`config.mk`:
```
export PLATFORM = sky130hd
export DESIGN_NAME = alu_dual_issue_flat
export DESIGN_NICKNAME = d
export VERILOG_FILES = /design/src/rtl/alu_dual_issue_if.sv /design/src/rtl/alu_dual_issue.sv /design/src/flat_wrapper.sv
export SDC_FILE = /design/constraint.sdc
export NUM_CORES = 1
export LEC_CHECK = 0
export BUFFER_PORTS_ARGS = -buffer_cell sky130_fd_sc_hd__buf_2
export CORE_AREA = 5 5 248 250
export CTS_BUF_LIST = sky130_fd_sc_hd__clkbuf_4
export CTS_CLUSTER_SIZE = 20
export DETAILED_ROUTE_END_ITERATION = 8
export DIE_AREA = 0 0 253 255
export REMOVE_ABC_BUFFERS = 1
export SYNTH_ARGS = -nofsm -noshare
export SYNTH_HDL_FRONTEND = slang
export SYNTH_SLANG_ARGS = --single-unit
export TNS_END_PERCENT = 100
```
`constraint.sdc`:
```
create_clock -name clk -period 17.5 [get_ports clk]
set_input_delay 1.75 -clock clk [delete_from_list [all_inputs] [get_ports clk]]
set_output_delay 1.75 -clock clk [all_outputs]
set_load 0.02 [all_outputs]
```
`src/rtl/alu_dual_issue_if.sv`:
```
// rtl/alu_dual_issue_if.sv - instruction-pair input and ALU A/B issue bus of the dual-issue stage
interface alu_dual_issue_if #(
  parameter int XLEN = 64,
  parameter int OPW  = 4,
  parameter int REGW = 5
);
  logic            in_valid;
  logic            in_ready;
  logic [OPW-1:0]  in0_op, in1_op;
  logic            in0_br, in1_br;
  logic [REGW-1:0] in0_rd, in1_rd;
  logic [REGW-1:0] in0_rs1, in0_rs2, in1_rs1, in1_rs2;
  logic [XLEN-1:0] in0_d1, in0_d2, in1_d1, in1_d2;
  logic            in1_vld;
  logic [XLEN-1:0] a_result;
  logic            a_valid, b_valid;
  logic [OPW-1:0]  a_opr, b_opr;
  logic [XLEN-1:0] a_data1, a_data2, b_data1, b_data2;
  logic [REGW-1:0] a_rd, b_rd;
  logic            a_older;

  modport master (
    output in_valid, in0_op, in1_op, in0_br, in1_br, in0_rd, in1_rd,
           in0_rs1, in0_rs2, in1_rs1, in1_rs2, in0_d1, in0_d2, in1_d1, in1_d2,
           in1_vld, a_result,
    input  in_ready, a_valid, b_valid, a_opr, b_opr, a_data1, a_data2,
           b_data1, b_data2, a_rd, b_rd, a_older
  );

  modport slave (
    input  in_valid, in0_op, in1_op, in0_br, in1_br, in0_rd, in1_rd,
           in0_rs1, in0_rs2, in1_rs1, in1_rs2, in0_d1, in0_d2, in1_d1, in1_d2,
           in1_vld, a_result,
    output in_ready, a_valid, b_valid, a_opr, b_opr, a_data1, a_data2,
           b_data1, b_data2, a_rd, b_rd, a_older
  );
endinterface

```
`src/rtl/alu_dual_issue.sv`:
```
// rtl/alu_dual_issue.sv - steers a decoded pair onto ALU A/B, splitting on RAW or double branch
// Optional ISSUE_STATS_EN adds the stat_dual/stat_split pair counters.
module alu_dual_issue #(
  parameter int XLEN = 64,
  parameter int OPW  = 4,
  parameter int REGW = 5
) (
  input  logic clk,
  input  logic rst,
  input  logic flush,
  alu_dual_issue_if.slave bus
`ifdef ISSUE_STATS_EN
  ,
  output logic [31:0] stat_dual,
  output logic [31:0] stat_split
`endif
);

  typedef enum logic {READY, HOLD} state_t;
  state_t state, state_n;

  logic [OPW-1:0]  h_op, h_op_n;
  logic            h_br, h_br_n, h_f1, h_f1_n, h_f2, h_f2_n;
  logic [REGW-1:0] h_rd, h_rd_n;
  logic [XLEN-1:0] h_d1, h_d1_n, h_d2, h_d2_n;

  logic            a_valid_n, b_valid_n, a_older_n;
  logic [OPW-1:0]  a_opr_n, b_opr_n;
  logic [XLEN-1:0] a_data1_n, a_data2_n, b_data1_n, b_data2_n;
  logic [REGW-1:0] a_rd_n, b_rd_n;

  logic m1, m2, dep, both_br, accept, dual_inc, split_inc;

  assign bus.in_ready = (state == READY) && !flush;
  assign accept  = bus.in_valid && bus.in_ready;
  // x0 is hardwired zero, so writing it never creates a dependency
  assign m1      = (bus.in0_rd != '0) && (bus.in1_rs1 == bus.in0_rd);
  assign m2      = (bus.in0_rd != '0) && (bus.in1_rs2 == bus.in0_rd);
  assign dep     = bus.in1_vld && (m1 || m2);
  assign both_br = bus.in0_br && bus.in1_br;

  always_comb begin
    state_n   = state;
    h_op_n    = h_op;
    h_br_n    = h_br;
    h_rd_n    = h_rd;
    h_d1_n    = h_d1;
    h_d2_n    = h_d2;
    h_f1_n    = h_f1;
    h_f2_n    = h_f2;
    a_valid_n = 1'b0;
    b_valid_n = 1'b0;
    a_opr_n   = bus.a_opr;
    a_data1_n = bus.a_data1;
    a_data2_n = bus.a_data2;
    a_rd_n    = bus.a_rd;
    b_opr_n   = bus.b_opr;
    b_data1_n = bus.b_data1;
    b_data2_n = bus.b_data2;
    b_rd_n    = bus.b_rd;
    a_older_n = bus.a_older;
    dual_inc  = 1'b0;
    split_inc = 1'b0;

    if (flush) begin
      state_n = READY;
    end else if (state == HOLD) begin
      // held slot1 issues now; matched operands take ALU A's live result
      state_n   = READY;
      a_older_n = 1'b1;
      if (h_br) begin
        a_valid_n = 1'b1;
        a_opr_n   = h_op;
        a_data1_n = h_f1 ? bus.a_result : h_d1;
        a_data2_n = h_f2 ? bus.a_result : h_d2;
        a_rd_n    = h_rd;
      end else begin
        b_valid_n = 1'b1;
        b_opr_n   = h_op;
        b_data1_n = h_f1 ? bus.a_result : h_d1;
        b_data2_n = h_f2 ? bus.a_result : h_d2;
        b_rd_n    = h_rd;
      end
    end else if (accept) begin
      a_valid_n = 1'b1;
      a_opr_n   = bus.in0_op;
      a_data1_n = bus.in0_d1;
      a_data2_n = bus.in0_d2;
      a_rd_n    = bus.in0_rd;
      a_older_n = 1'b1;
      if (bus.in1_vld) begin
        if (dep || both_br) begin
          state_n   = HOLD;
          h_op_n    = bus.in1_op;
          h_br_n    = bus.in1_br;
          h_rd_n    = bus.in1_rd;
          h_d1_n    = bus.in1_d1;
          h_d2_n    = bus.in1_d2;
          h_f1_n    = m1;
          h_f2_n    = m2;
          split_inc = 1'b1;
        end else if (bus.in1_br) begin
          // only A can resolve branches, so the younger branch takes A
          a_opr_n   = bus.in1_op;
          a_data1_n = bus.in1_d1;
          a_data2_n = bus.in1_d2;
          a_rd_n    = bus.in1_rd;
          b_valid_n = 1'b1;
          b_opr_n   = bus.in0_op;
          b_data1_n = bus.in0_d1;
          b_data2_n = bus.in0_d2;
          b_rd_n    = bus.in0_rd;
          a_older_n = 1'b0;
          dual_inc  = 1'b1;
        end else begin
          b_valid_n = 1'b1;
          b_opr_n   = bus.in1_op;
          b_data1_n = bus.in1_d1;
          b_data2_n = bus.in1_d2;
          b_rd_n    = bus.in1_rd;
          dual_inc  = 1'b1;
        end
      end
    end
  end

  always_ff @(posedge clk or posedge rst) begin
    if (rst) begin
      state       <= READY;
      h_op        <= '0;
      h_br        <= 1'b0;
      h_rd        <= '0;
      h_d1        <= '0;
      h_d2        <= '0;
      h_f1        <= 1'b0;
      h_f2        <= 1'b0;
      bus.a_valid <= 1'b0;
      bus.b_valid <= 1'b0;
      bus.a_opr   <= '0;
      bus.b_opr   <= '0;
      bus.a_data1 <= '0;
      bus.a_data2 <= '0;
      bus.b_data1 <= '0;
      bus.b_data2 <= '0;
      bus.a_rd    <= '0;
      bus.b_rd    <= '0;
      bus.a_older <= 1'b0;
    end else begin
      state       <= state_n;
      h_op        <= h_op_n;
      h_br        <= h_br_n;
      h_rd        <= h_rd_n;
      h_d1        <= h_d1_n;
      h_d2        <= h_d2_n;
      h_f1        <= h_f1_n;
      h_f2        <= h_f2_n;
      bus.a_valid <= a_valid_n;
      bus.b_valid <= b_valid_n;
      bus.a_opr   <= a_opr_n;
      bus.b_opr   <= b_opr_n;
      bus.a_data1 <= a_data1_n;
      bus.a_data2 <= a_data2_n;
      bus.b_data1 <= b_data1_n;
      bus.b_data2 <= b_data2_n;
      bus.a_rd    <= a_rd_n;
      bus.b_rd    <= b_rd_n;
      bus.a_older <= a_older_n;
    end
  end

`ifdef ISSUE_STATS_EN
  always_ff @(posedge clk or posedge rst) begin
    if (rst) begin
      stat_dual  <= '0;
      stat_split <= '0;
    end else begin
      stat_dual  <= stat_dual + {31'd0, dual_inc};
      stat_split <= stat_split + {31'd0, split_inc};
    end
  end
`endif

endmodule

```
`src/flat_wrapper.sv`:
```
// flat-port wrapper written by rule: the top's interface ports become plain ports
module alu_dual_issue_flat 
#(
  parameter int XLEN = 64,
  parameter int OPW  = 4,
  parameter int REGW = 5
)
  (clk, rst, flush, bus_in_valid, bus_in0_op, bus_in1_op, bus_in0_br, bus_in1_br, bus_in0_rd, bus_in1_rd, bus_in0_rs1, bus_in0_rs2, bus_in1_rs1, bus_in1_rs2, bus_in0_d1, bus_in0_d2, bus_in1_d1, bus_in1_d2, bus_in1_vld, bus_a_result, bus_in_ready, bus_a_valid, bus_b_valid, bus_a_opr, bus_b_opr, bus_a_data1, bus_a_data2, bus_b_data1, bus_b_data2, bus_a_rd, bus_b_rd, bus_a_older);
  alu_dual_issue_if #(.XLEN(XLEN), .OPW(OPW), .REGW(REGW)) bus_i ();
  input  logic clk;
  input  logic rst;
  input  logic flush;
  input wire logic [$bits(bus_i.in_valid)-1:0] bus_in_valid;
  input wire logic [$bits(bus_i.in0_op)-1:0] bus_in0_op;
  input wire logic [$bits(bus_i.in1_op)-1:0] bus_in1_op;
  input wire logic [$bits(bus_i.in0_br)-1:0] bus_in0_br;
  input wire logic [$bits(bus_i.in1_br)-1:0] bus_in1_br;
  input wire logic [$bits(bus_i.in0_rd)-1:0] bus_in0_rd;
  input wire logic [$bits(bus_i.in1_rd)-1:0] bus_in1_rd;
  input wire logic [$bits(bus_i.in0_rs1)-1:0] bus_in0_rs1;
  input wire logic [$bits(bus_i.in0_rs2)-1:0] bus_in0_rs2;
  input wire logic [$bits(bus_i.in1_rs1)-1:0] bus_in1_rs1;
  input wire logic [$bits(bus_i.in1_rs2)-1:0] bus_in1_rs2;
  input wire logic [$bits(bus_i.in0_d1)-1:0] bus_in0_d1;
  input wire logic [$bits(bus_i.in0_d2)-1:0] bus_in0_d2;
  input wire logic [$bits(bus_i.in1_d1)-1:0] bus_in1_d1;
  input wire logic [$bits(bus_i.in1_d2)-1:0] bus_in1_d2;
  input wire logic [$bits(bus_i.in1_vld)-1:0] bus_in1_vld;
  input wire logic [$bits(bus_i.a_result)-1:0] bus_a_result;
  output wire logic [$bits(bus_i.in_ready)-1:0] bus_in_ready;
  output wire logic [$bits(bus_i.a_valid)-1:0] bus_a_valid;
  output wire logic [$bits(bus_i.b_valid)-1:0] bus_b_valid;
  output wire logic [$bits(bus_i.a_opr)-1:0] bus_a_opr;
  output wire logic [$bits(bus_i.b_opr)-1:0] bus_b_opr;
  output wire logic [$bits(bus_i.a_data1)-1:0] bus_a_data1;
  output wire logic [$bits(bus_i.a_data2)-1:0] bus_a_data2;
  output wire logic [$bits(bus_i.b_data1)-1:0] bus_b_data1;
  output wire logic [$bits(bus_i.b_data2)-1:0] bus_b_data2;
  output wire logic [$bits(bus_i.a_rd)-1:0] bus_a_rd;
  output wire logic [$bits(bus_i.b_rd)-1:0] bus_b_rd;
  output wire logic [$bits(bus_i.a_older)-1:0] bus_a_older;
  assign bus_i.in_valid = bus_in_valid;
  assign bus_i.in0_op = bus_in0_op;
  assign bus_i.in1_op = bus_in1_op;
  assign bus_i.in0_br = bus_in0_br;
  assign bus_i.in1_br = bus_in1_br;
  assign bus_i.in0_rd = bus_in0_rd;
  assign bus_i.in1_rd = bus_in1_rd;
  assign bus_i.in0_rs1 = bus_in0_rs1;
  assign bus_i.in0_rs2 = bus_in0_rs2;
  assign bus_i.in1_rs1 = bus_in1_rs1;
  assign bus_i.in1_rs2 = bus_in1_rs2;
  assign bus_i.in0_d1 = bus_in0_d1;
  assign bus_i.in0_d2 = bus_in0_d2;
  assign bus_i.in1_d1 = bus_in1_d1;
  assign bus_i.in1_d2 = bus_in1_d2;
  assign bus_i.in1_vld = bus_in1_vld;
  assign bus_i.a_result = bus_a_result;
  assign bus_in_ready = bus_i.in_ready;
  assign bus_a_valid = bus_i.a_valid;
  assign bus_b_valid = bus_i.b_valid;
  assign bus_a_opr = bus_i.a_opr;
  assign bus_b_opr = bus_i.b_opr;
  assign bus_a_data1 = bus_i.a_data1;
  assign bus_a_data2 = bus_i.a_data2;
  assign bus_b_data1 = bus_i.b_data1;
  assign bus_b_data2 = bus_i.b_data2;
  assign bus_a_rd = bus_i.a_rd;
  assign bus_b_rd = bus_i.b_rd;
  assign bus_a_older = bus_i.a_older;
  alu_dual_issue #(.XLEN(XLEN), .OPW(OPW), .REGW(REGW)) u_core (.clk(clk), .rst(rst), .flush(flush), .bus(bus_i));
endmodule
```
==> summary.md <==
| Metric | Value |
|---|---|
| Relative slew slack | `~26%` |
| CP Launch Type | `input port` |
| Fmax | `223.5 MHz` |
| Critical path, cell by cell | `buf_2 -> xnor2_1 -> nand3_1 -> o22a_1 -> o21ai_4 -> buf_4 -> buf_4 -> mux2i_1 -> o221ai_1` |
| Post-CTS sizing | `0` |
| Total length of routed wires | `75940 microns` |
| Fraction of the mapped netlist area in compound gates | `9.274%` |
| TritonCTS clock tree | `done` |
| Final setup vio count | `0` |
| Synth Area in XOR/XNOR | `0.4022%` |
| Global-route wire length before repair | `114100 microns` |
| P per Cell Area | `117.6 nW/um^2` |
| Period utilization | `25.57%` |
| Placer Congestion | `0.8579` |
| H-tree Lvls | `3` |
| Pre-CTS WS | `12.16 ns` |
| Final WS setup | `13.03 ns` |
| Via/cell ratio | `about 5.3` |
| Longest Clk Path Bufs | `3` |
| Slowest CP cell | `buf_4` |
| Maximum VDD drop | `0.06485 mV` |
| CP top delay family | `buffers and inverters` |
| Post-route ant nets | `0` |
| Mapped cell area | `21770 sq um` |
| 1st-iter DRT viols | `848` |
| Min-Delay Path Depth | `2` |
| Comb pwr share | `28.8%` |
| IO Port Bufs | `632` |
| Max cap viols | `0` |
| Unique cell type count in the Yosys netlist | `31` |
| P_sw | `approximately 1.1 mW` |
| Commonest non-fill, non-tap cells in the layout | `buf_2, dfrtp_1, mux2_2` |
| R2R depth | `7` |
| Leakage | `13.23 nW` |
| Final hold violations | `0` |
| Critical path class | `in -> reg` |
| CP endpoint kind | `register` |
| Detailed-route DRC error count | `0` |
| GRT Util Overall | `approximately 22%` |
| Global route total overflow | `0` |
| CP required | `18.15 ns` |
| Fill cells | `5669` |
| Pin count of the biggest net entering global routing | `120` |
| Synth warn | `0` |
| Most common cell after layout, fill and taps aside | `buf_2` |
| RSZ-0062 raised after global routing | `no` |
| Clock latency at the later pin of the worst-skew pair | `around 0.85 ns` |
| Initial antenna violation count | `33` |
| Ratio of cells with drive above 1 in the final layout | `48.35%` |
| Switching Fraction | `34.20%` |
| Post-synthesis adder-cell area fraction | `0%` |
| Min Tclk post-route | `4.475 ns` |
| Slew Viols, Final | `0` |
| Routed WL per cell | `22.47 microns` |
| Crit path buffers/inverters | `3` |
| CTS sink count | `418` |
| WP data arrival | `5.13 ns` |
| Largest family of logic cells by synthesized area | `multiplexers` |
| Flop2flop setup slack | `13.84 ns` |
| Worst Skew | `0.06882 ns` |
| Layout Nets | `2847` |
| Cts bufs inserted | `118` |
| Vias in the first global route | `19304` |
| Via count | `18050` |
| Syn avg cell area | `11.74 sq um` |
| Io pins | `643` |
| Die Footprint | `64520 sq um` |
| RR Startpoint | `u_core.state$_DFF_PP0_` |
| Reg2Reg Capture Point | `u_core.h_d1[13]$_DFFE_PP0P_` |
| # rows | `89` |
| Post-Synth Simple-Gate Area | `5.378%` |
| Post-CTS setup buffers | `0` |
| Status | `finished, final reports clean` |
| Die Wd | `about 250 microns` |
| Int Power | `2.089 mW` |
| Total chip power | `3.175 mW` |
| Proportion of power drawn by flip-flops and latches | `42.3%` |
| Crit path top cell by count | `buf_4` |
| Sequential cell area fraction in the yosys report | `48.04%` |
| Hold Path Sink | `u_core.bus.a_data1[4]$_DFFE_PP0P_` |
| Synthesized flop and latch total | `418` |
| Multiplexer share of the synthesized area | `33.30%` |
| Hold Startpoint | `u_core.bus.a_data1[4]$_DFFE_PP0P_` |
| Slew @ Worst Pin | `1.114 ns` |
| CTS Root Buffer Type | `clkbuf_4` |
| CP peak stage delay | `0.80 ns` |
| Post-Synthesis Cells | `about 1900` |
| DP Wirelength | `50480 microns` |
| Initial core utilization | `37.03%` |
| DRT Pass-1 Iters | `5` |
| # hold bufs at CTS | `0` |
| Worst path depth | `9` |
| Hold Crit Class | `reg -> reg` |
| Die Height | `about 260 microns` |
| Core box area | `58800 sq um` |
| Clock power frac | `roughly 29%` |
| Area grow syn2layout | `23.97%` |
| Crit-path max FO | `46` |
| Setup_tns | `0 ns` |
| Clock transition at path regs | `around 0.060 ns` |
## cells by family after synthesis
group | count (synthesis)
AND/OR/NAND/NOR | 302
AO/OA/AOI/OAI | 295
XOR/XNOR | 10
flip-flops | 418
multiplexers | 674
buffers and inverters | 156
## worst register-to-register path, cell delays in order (launching register included)
cell and delay, ns:
dfrtp_4 0.70, inv_1 0.34, and3_1 0.27, nand2_1 0.16, a21oi_4 0.52, buf_4 0.42
buf_4 0.65, mux2_2 0.48
## per-layer routing
metal / routed length (microns) / global-route usage (%)
met1: 30070 / 27.17
met5: 145 / 0
met2: 37390 / 37.76
met3: 5849 / 6.605
met4: 2480 / 9.085
## layout make-up
type	count	area [sq um]	area share, %
well taps	773	967.2	3.583
clock buffers	181	1359	5.034
diodes	24	60.06	0.2225
clock inverters	40	172.7	0.6396
inverters	6	30.03	0.1112
multi-input cells	1281	10580	39.17
repair buffers	657	3359	12.44
flip-flops and latches	418	10470	38.79
## flip-flops by register name, summed over array words and instances, names as in the netlist, 5 cells and up
register and count:
u_core.bus.a_data1 64, u_core.bus.a_data2 64, u_core.bus.a_rd 5, u_core.bus.b_data1 64
u_core.bus.b_data2 64, u_core.bus.b_rd 5, u_core.h_d1 64, u_core.h_d2 64
u_core.h_rd 5
## how the worst max path moves through the flow
stage,to,slack [ns],from
2_1_floorplan,u_core.bus.a_data1[0]$_DFFE_PP0P_,4.12,rst
3_3_place_gp,u_core.bus.a_data1[19]$_DFFE_PP0P_,12.18,bus_in0_rd[3]
3_5_place_dp,u_core.bus.a_data1[15]$_DFFE_PP0P_,12.16,bus_in0_rd[3]
4_1_cts,bus_in_ready,12.97,u_core.state$_DFF_PP0_
5_1_grt,bus_in_ready,12.87,u_core.state$_DFF_PP0_
6_report,u_core.bus.a_data2[25]$_DFFE_PP0P_,13.03,bus_in0_rd[3]
## power groups by stage
stage	registers (mW)	clock network, mW	logic, mW
global placement	1.34	0	0.909
floorplan	1.52	0	0.416
finish	1.34	0.916	0.916
detailed placement	1.36	0	0.925
global route	1.37	0.999	0.989
CTS	1.34	0.948	0.928
## metrics by stage
step	cells	instance area [sq um]	utilization (%)	hold slack, ns
finish	3380	26990	45.91	0.4864
global route	3373	26980	45.88	0.5070
CTS	3356	26930	45.81	0.4840
detailed placement	3135	25400	43.21	0.4677
global placement	3135	25400	43.21	0.4647
floorplan	1705	21010	-	0.4768
## cells in the mapped netlist
master | instances | area [sq um]
inv_1 | 6 | 22.52
nand3_1 | 4 | 20.02
buf_1 | 9 | 33.78
nand2_1 | 279 | 1047
and2_1 | 1 | 6.260
o32ai_2 | 1 | 16.27
nor2b_1 | 5 | 31.28
o21ai_1 | 2 | 10.01
buf_6 | 11 | 123.9
nor4_1 | 1 | 6.260
nand3b_1 | 1 | 7.510
or2_2 | 1 | 6.260
nor3_1 | 5 | 25.02
nor2_1 | 4 | 15.01
mux2_2 | 394 | 4437
a21oi_2 | 1 | 8.760
o21ai_0 | 145 | 725.7
mux2_1 | 10 | 112.6
buf_4 | 28 | 210.2
o22ai_1 | 1 | 6.260
and3_1 | 1 | 6.260
a221o_1 | 5 | 50.05
buf_2 | 9 | 45.04
o221ai_1 | 132 | 1156
o31ai_1 | 1 | 7.510
a21oi_1 | 6 | 30.03
mux2i_1 | 270 | 2703
dfrtp_1 | 418 | 10460
xnor2_1 | 10 | 87.58
clkbuf_1 | 93 | 349.1
o22a_1 | 1 | 8.760
(Power assumes the default switching activity.)
